[src/rtl/bus_arb_pkg.sv]
// Shared definitions for the motherboard bus arbiter.
// Latency: n/a (types and constants only).
// Backpressure: n/a.
//
// Holds the arbiter state encoding and the width of the optional grant-timeout counter.
package bus_arb_pkg;

  typedef enum logic [2:0] {
    ST_IDLE    = 3'd0,
    ST_ARB     = 3'd1,
    ST_GRANT   = 3'd2,
    ST_OWNED   = 3'd3,
    ST_RELEASE = 3'd4
  } arb_state_e;

  localparam int ARB_TOW = 8;

endpackage

[src/rtl/bus_arb_rr_pick.sv]
// Round-robin picker: first asserted request at or after ptr_i, wrapping modulo NREQ.
// Latency: combinational.
// Backpressure: none; pure function of its inputs.
//
// Ports:
//   req_i  active-high request vector
//   ptr_i  index that has priority this round
//   win_o  winning index (0 when nothing requests)
//   any_o  at least one request present
module rr_pick
  import bus_arb_pkg::*;
#(
  parameter int NREQ = 2,
  parameter int IDXW = 1
) (
  input  logic [NREQ-1:0] req_i,
  input  logic [IDXW-1:0] ptr_i,
  output logic [IDXW-1:0] win_o,
  output logic            any_o
);

  int              idx;
  logic [IDXW-1:0] idx_l;

  // Scan from ptr_i upwards; any_o doubles as the "already found" flag so the
  // first hit in rotated order wins.
  always_comb begin
    win_o = '0;
    any_o = 1'b0;
    idx   = 0;
    idx_l = '0;
    for (int i = 0; i < NREQ; i++) begin
      idx   = (int'(ptr_i) + i) % NREQ;
      idx_l = IDXW'(idx);
      if (!any_o && req_i[idx_l]) begin
        win_o = idx_l;
        any_o = 1'b1;
      end
    end
  end

endmodule

[src/rtl/bus_arbiter.sv]
// Motherboard bus arbiter: 68000 BR/BG/BGACK handshake per local master, round-robin winner choice.
// Latency: BR low in idle -> BG low after 2 clocks; valid BGACK_REQ -> BGACK low after 1 clock.
// Backpressure: a granted owner keeps the bus until it drops BGACK_REQ; no preemption.
//
// Ports:
//   CLKCPU       CPU clock, all logic on posedge
//   RESET        synchronous active-low reset
//   BR[NREQ]     bus request per master, active-low
//   BGACK_REQ    bus-grant-acknowledge per master, active-low
//   AS           motherboard address strobe, active-low, already synchronised
//   BG[NREQ]     bus grant per master, active-low, at most one low
//   BGACK        motherboard BGACK, active-low while a master owns the bus
//   OWNER        index of current owner, meaningful while BUS_OWNED=1
//   BUS_OWNED    a master owns the bus; bridge must release its strobes
//   TIMEOUT_ERR  one-cycle pulse when a grant is never acknowledged
// Build option: define ARB_TIMEOUT_EN to withdraw grants not acknowledged within TIMEOUT cycles.
module bus_arbiter
  import bus_arb_pkg::*;
#(
  parameter  int NREQ    = 2,
  parameter  int TIMEOUT = 64,
  localparam int IDXW    = (NREQ > 1) ? $clog2(NREQ) : 1
) (
  input  logic            CLKCPU,
  input  logic            RESET,
  input  logic [NREQ-1:0] BR,
  input  logic [NREQ-1:0] BGACK_REQ,
  input  logic            AS,
  output logic [NREQ-1:0] BG,
  output logic            BGACK,
  output logic [IDXW-1:0] OWNER,
  output logic            BUS_OWNED,
  output logic            TIMEOUT_ERR
);

  arb_state_e      state_q, state_d;
  logic [IDXW-1:0] ptr_q, ptr_d;
  logic [IDXW-1:0] owner_q, owner_d;
  logic [NREQ-1:0] bg_q, bg_d;
  logic            bgack_q, bgack_d;
  logic            owned_q, owned_d;
  logic            err_q, err_d;
  logic [IDXW-1:0] win;
  logic            any_req;
  logic            ack_ok;
  logic            tmo_hit;

  rr_pick #(.NREQ(NREQ), .IDXW(IDXW)) u_pick (
    .req_i (~BR),
    .ptr_i (ptr_q),
    .win_o (win),
    .any_o (any_req)
  );

  // An acknowledge only counts once the previous master has finished its cycle.
  assign ack_ok = !BGACK_REQ[owner_q] && AS;

`ifdef ARB_TIMEOUT_EN
  logic [ARB_TOW-1:0] cnt_q, cnt_d;
  // Hit on the TIMEOUT-th grant cycle, so BG rises TIMEOUT clocks after grant.
  assign tmo_hit = (cnt_q == ARB_TOW'(TIMEOUT - 1));
`else
  logic unused_cfg;
  assign unused_cfg = ^ARB_TOW'(TIMEOUT);
  assign tmo_hit    = 1'b0;
`endif

  always_comb begin
    state_d = state_q;
    ptr_d   = ptr_q;
    owner_d = owner_q;
    bg_d    = bg_q;
    bgack_d = bgack_q;
    owned_d = owned_q;
    err_d   = 1'b0;
`ifdef ARB_TIMEOUT_EN
    cnt_d   = cnt_q;
`endif
    unique case (state_q)
      ST_IDLE: begin
        if (any_req) state_d = ST_ARB;
      end
      ST_ARB: begin
        if (any_req) begin
          owner_d = win;
          bg_d    = ~(NREQ'(1) << win);
          state_d = ST_GRANT;
`ifdef ARB_TIMEOUT_EN
          cnt_d   = '0;
`endif
        end else begin
          state_d = ST_IDLE;
        end
      end
      ST_GRANT: begin
        // A valid acknowledge beats a simultaneous BR release: the master
        // has already taken the bus by the time it lets go of BR.
        if (ack_ok) begin
          bg_d    = '1;
          bgack_d = 1'b0;
          owned_d = 1'b1;
          state_d = ST_OWNED;
        end else if (BR[owner_q]) begin
          bg_d    = '1;
          state_d = ST_IDLE;
        end else if (tmo_hit) begin
          bg_d    = '1;
          err_d   = 1'b1;
          state_d = ST_RELEASE;
        end else begin
`ifdef ARB_TIMEOUT_EN
          cnt_d   = cnt_q + ARB_TOW'(1);
`endif
        end
      end
      ST_OWNED: begin
        if (BGACK_REQ[owner_q]) begin
          bgack_d = 1'b1;
          owned_d = 1'b0;
          state_d = ST_RELEASE;
        end
      end
      ST_RELEASE: begin
        // Priority moves past the master that just finished (or timed out).
        ptr_d   = (owner_q == IDXW'(NREQ - 1)) ? '0 : owner_q + IDXW'(1);
        state_d = ST_IDLE;
      end
      default: state_d = ST_IDLE;
    endcase
  end

  always_ff @(posedge CLKCPU) begin
    if (!RESET) begin
      state_q <= ST_IDLE;
      ptr_q   <= '0;
      owner_q <= '0;
      bg_q    <= '1;
      bgack_q <= 1'b1;
      owned_q <= 1'b0;
      err_q   <= 1'b0;
`ifdef ARB_TIMEOUT_EN
      cnt_q   <= '0;
`endif
    end else begin
      state_q <= state_d;
      ptr_q   <= ptr_d;
      owner_q <= owner_d;
      bg_q    <= bg_d;
      bgack_q <= bgack_d;
      owned_q <= owned_d;
      err_q   <= err_d;
`ifdef ARB_TIMEOUT_EN
      cnt_q   <= cnt_d;
`endif
    end
  end

  assign BG        = bg_q;
  assign BGACK     = bgack_q;
  assign OWNER     = owner_q;
  assign BUS_OWNED = owned_q;
`ifdef ARB_TIMEOUT_EN
  assign TIMEOUT_ERR = err_q;
`else
  assign TIMEOUT_ERR = 1'b0;
  logic unused_err;
  assign unused_err = err_q;
`endif

endmodule

[config.mk]
export PLATFORM = sky130hd
export DESIGN_NAME = bus_arbiter
export DESIGN_NICKNAME = d
export VERILOG_FILES = /design/src/rtl/bus_arb_pkg.sv /design/src/rtl/bus_arb_rr_pick.sv /design/src/rtl/bus_arbiter.sv
export SDC_FILE = /design/constraint.sdc
export NUM_CORES = 1
export LEC_CHECK = 0
export ABC_CLOCK_PERIOD_IN_PS = 1100
export CAP_MARGIN = 20
export CORE_MARGIN = 2
export CORE_UTILIZATION = 31
export CTS_BUF_LIST = sky130_fd_sc_hd__clkbuf_8
export DETAILED_ROUTE_END_ITERATION = 10
export GPL_TIMING_DRIVEN = 0
export PLACE_DENSITY = 0.64
export SYNTH_ARGS = -nofsm -noshare
export SYNTH_HDL_FRONTEND = slang
export SYNTH_SLANG_ARGS = --single-unit
[constraint.sdc]
create_clock -name CLKCPU -period 1.1 [get_ports CLKCPU]
set_input_delay 0.22 -clock CLKCPU [delete_from_list [all_inputs] [get_ports CLKCPU]]
set_output_delay 0.22 -clock CLKCPU [all_outputs]
set_load 0.02 [all_outputs]
==> results.json, run 1 <==
{
  "power_density_nw_per_um2": 1423,
  "diodes": 0,
  "cts-buffers-inserted": 3,
  "grt_max_degree": 11,
  "yosys-top-cells-area": "dfxtp_1, nand2_1, o211ai_1",
  "initial_utilization": 0.3240,
  "ys_top_cells_by_count": "dfxtp_1, nand2_1, a21oi_1, nor2_1, o211ai_1",
  "switching_power_w": 0.0002577,
  "arrival_ps": 1330,
  "utilization": 0.4481,
  "critPathCaptureType": "flop",
  "required_ps": 1250,
  "finalCriticalPeriod_ps": 1188,
  "use_met2": 0.1791,
  "cts_root_buf": "clkbuf_8",
  "n_fill_cell": 158,
  "cts_tree": "yes",
  "tns_ps": -387.1,
  "grt_use_met1": 0.1748,
  "grt_pass1_vias": 412,
  "rsz0062_at_grt": "yes",
  "r2r-end": "BG[1]",
  "drt_iter0_drc": 3,
  "avgSynthCellArea_um2": 8.667,
  "cts_buffer_depth": 2,
  "synth-edff-count": 0,
  "cp_max_fo": 5,
  "leakagePower_nw": 0.2827,
  "drt-total-wl_um": 985,
  "vias": 449,
  "p_int_w": 0.0006804,
  "synth_fp_nets": 62,
  "fin_nets": 79,
  "clk_pin_slew_ps": 50,
  "timing.fmax_mhz": 841.7,
  "use_met3": 0.04255,
  "die_w_um": 43.22,
  "ios": 13,
  "dr.pass1.iters": 4,
  "worstSetupPathType": "flop to flop",
  "detailed_place_hpwl_um": 728.7,
  "yosysMostFrequentCell": "dfxtp_1",
  "p_comb_frac": 0.205,
  "die_area_um2": 1868,
  "ys_seq_area_frac": 0.3780,
  "port_buffers": 11,
  "synth-seq-cells": 9,
  "avgRoutedWirePerCell_um": 11.32,
  "synth_top_area_cell": "dfxtp_1",
  "placed_area_um2": 621.8,
  "track_usage": 0.1326,
  "maxCapViolations": 0,
  "synth_top_area_share": 0.3780,
  "area_growth_pct": 38.32,
  "status": "finished, violations left",
  "seqPwrFrac": 0.392,
  "cp-start-kind": "flop",
  "power_w": 0.0009381,
  "slew_viol_final": 0,
  "power.share.clock": 0.403,
  "cts.sinks": 9,
  "grt_pass1_wl_um": 1787,
  "cts_htree_levels": 1,
  "core.rowCount": 14,
  "skew_ps": 0.6543,
  "min-delay-start": "BR[1]",
  "worstReg2RegStart": "OWNER",
  "rrSetupSlack_ps": -90,
  "gp_congestion": 0.7123,
  "ant_nets": 0,
  "async_reset_ff_frac": 0,
  "synthCells": 55,
  "hold_path_class": "input pin to flop",
  "seq_area_um2": 183.9,
  "ys_types": 27,
  "hold_end": "state_q[0]",
  "holdPathStages": 4,
  "grt-ovfl-total": 0,
  "die_y_um": 43.22,
  "drive_above_1_share": 0.2394,
  "finalSetupViolCount": 6,
  "ys.flop_type": "dfxtp_1",
  "switching_share": 0.2747,
  "drc_errors": 0,
  "grt_antenna_before_repair": 0,
  "syn_area_um2": 476.7,
  "hold_viol": 0,
  "via_per_inst": 5.161,
  "multi_input_area_um2": 280.3,
  "violations": "setup timing",
  "coreArea_um2": 1471,
  "period_share": 1.080,
  "layout_setup_ws_ps": -88.00,
  "synth_warnings": 0,
  "design_area_um2": 659.4,
  "clock_latency_ps": 230,
  "grt_busiest_layer": "met2",
  "r2r_cells": 4,
  "ir_drop_mv": 0.8776
}
[metrics by stage]
stage          hold slack, ps  setup slack (ps)  cells
6_report                484.6            -88.00     87
5_1_grt                 511.8            -163.8     87
4_1_cts                 484.0            -95.02     87
3_5_place_dp            479.5            -366.7     82
3_3_place_gp            471.2            -358.4     82
2_1_floorplan           293.4            -72.28     55
[worst max-delay path by stage]
stage	from	end	slack, ps	cells after the start
floorplan	OWNER	BG[1]	-70	4
CTS	OWNER	BG[1]	-100	4
global placement	BGACK_REQ[0]	BUS_OWNED	-360	5
global route	OWNER	BG[1]	-160	4
finish	OWNER	BG[1]	-90	4
detailed placement	BGACK_REQ[1]	BUS_OWNED	-370	5
[kinds of logic after synthesis]
kind of cell | Yosys count | synth area share
AND/OR/NAND/NOR | 21 | 0.2310
AO/OA/AOI/OAI | 16 | 0.2467
flip-flops | 9 | 0.3779
buffers and inverters | 5 | 0.06562
multiplexers | 3 | 0.07086
other | 1 | 0.007866
[per-layer routing]
layer / vias up / wire (µm)
met4: 0 / 14
met3: 2 / 57
li1: 225 / -
met2: 15 / 430
met5: - / 0
met1: 207 / 483
[cell type report]
class | instances | area share
multi-input combinational | 41 | 0.4250
sequential | 9 | 0.2789
timing repair buffer | 12 | 0.1461
clock buffer | 3 | 0.06262
buffer | 3 | 0.03985
tap | 16 | 0.03036
inverter | 2 | 0.01139
clock inverter | 1 | 0.005693
[worst max-delay path: stages (launching register included)]
cell,delay (ps)
dfxtp_4,380
mux2i_4,290
and2_4,180
o21ai_2,60
o311ai_2,190
[flip-flops by register name (all words and copies together), names as in the netlist]
signal     count
ptr_q          1
BG             2
state_q        3
BGACK          1
OWNER          1
BUS_OWNED      1
[layout by cell type, fill, tap and decap left out, drive strengths merged, types with 2 or more instances in the layout]
| cell | Yosys | routed |
|---|---|---|
| mux2i | 3 | 3 |
| clkbuf | 0 | 6 |
| dlygate4sd2 | 0 | 5 |
| o21ai | 3 | 3 |
| nand2 | 7 | 7 |
| dfxtp | 9 | 9 |
| inv | 2 | 3 |
| o211ai | 3 | 3 |
| a21oi | 4 | 4 |
| and2 | 2 | 2 |
| buf | 3 | 4 |
| nor2 | 4 | 4 |
| nand2b | 2 | 2 |
| clkdlybuf4s50 | 0 | 2 |
| a21boi | 2 | 2 |
[power by group through the flow]
stage | combinational (W) | sequential (W) | clock [W]
floorplan | 0.000113 | 0.000385 | 0
global placement | 0.000200 | 0.000372 | 0
detailed placement | 0.000200 | 0.000373 | 0
CTS | 0.000194 | 0.000367 | 0.000392
global route | 0.000214 | 0.000370 | 0.000417
finish | 0.000192 | 0.000368 | 0.000378
[timing repair]
action | in CTS | in global routing
hold buffers | 0 | 0
setup endpoints to repair | 10 | 9
endpoints found under the hold margin | 0 | 0
pin swaps | 5 | 0
buffers inserted | 1 | 0
resized for setup | 14 | 5
Note: power is estimated with default switching activity, not from simulation.
==> run 2, diff against run 1 <==
- CAP_MARGIN: 20 -> default
- CTS_CLUSTER_SIZE: default -> 25
==> results of run 2 <==
Final layout, timing and power as in run 1 (identical DEF).
==> run 3, diff against run 2 <==
- CAP_MARGIN: default -> 30
==> results of run 3 <==
Final layout, timing and power as in run 1 (identical DEF).
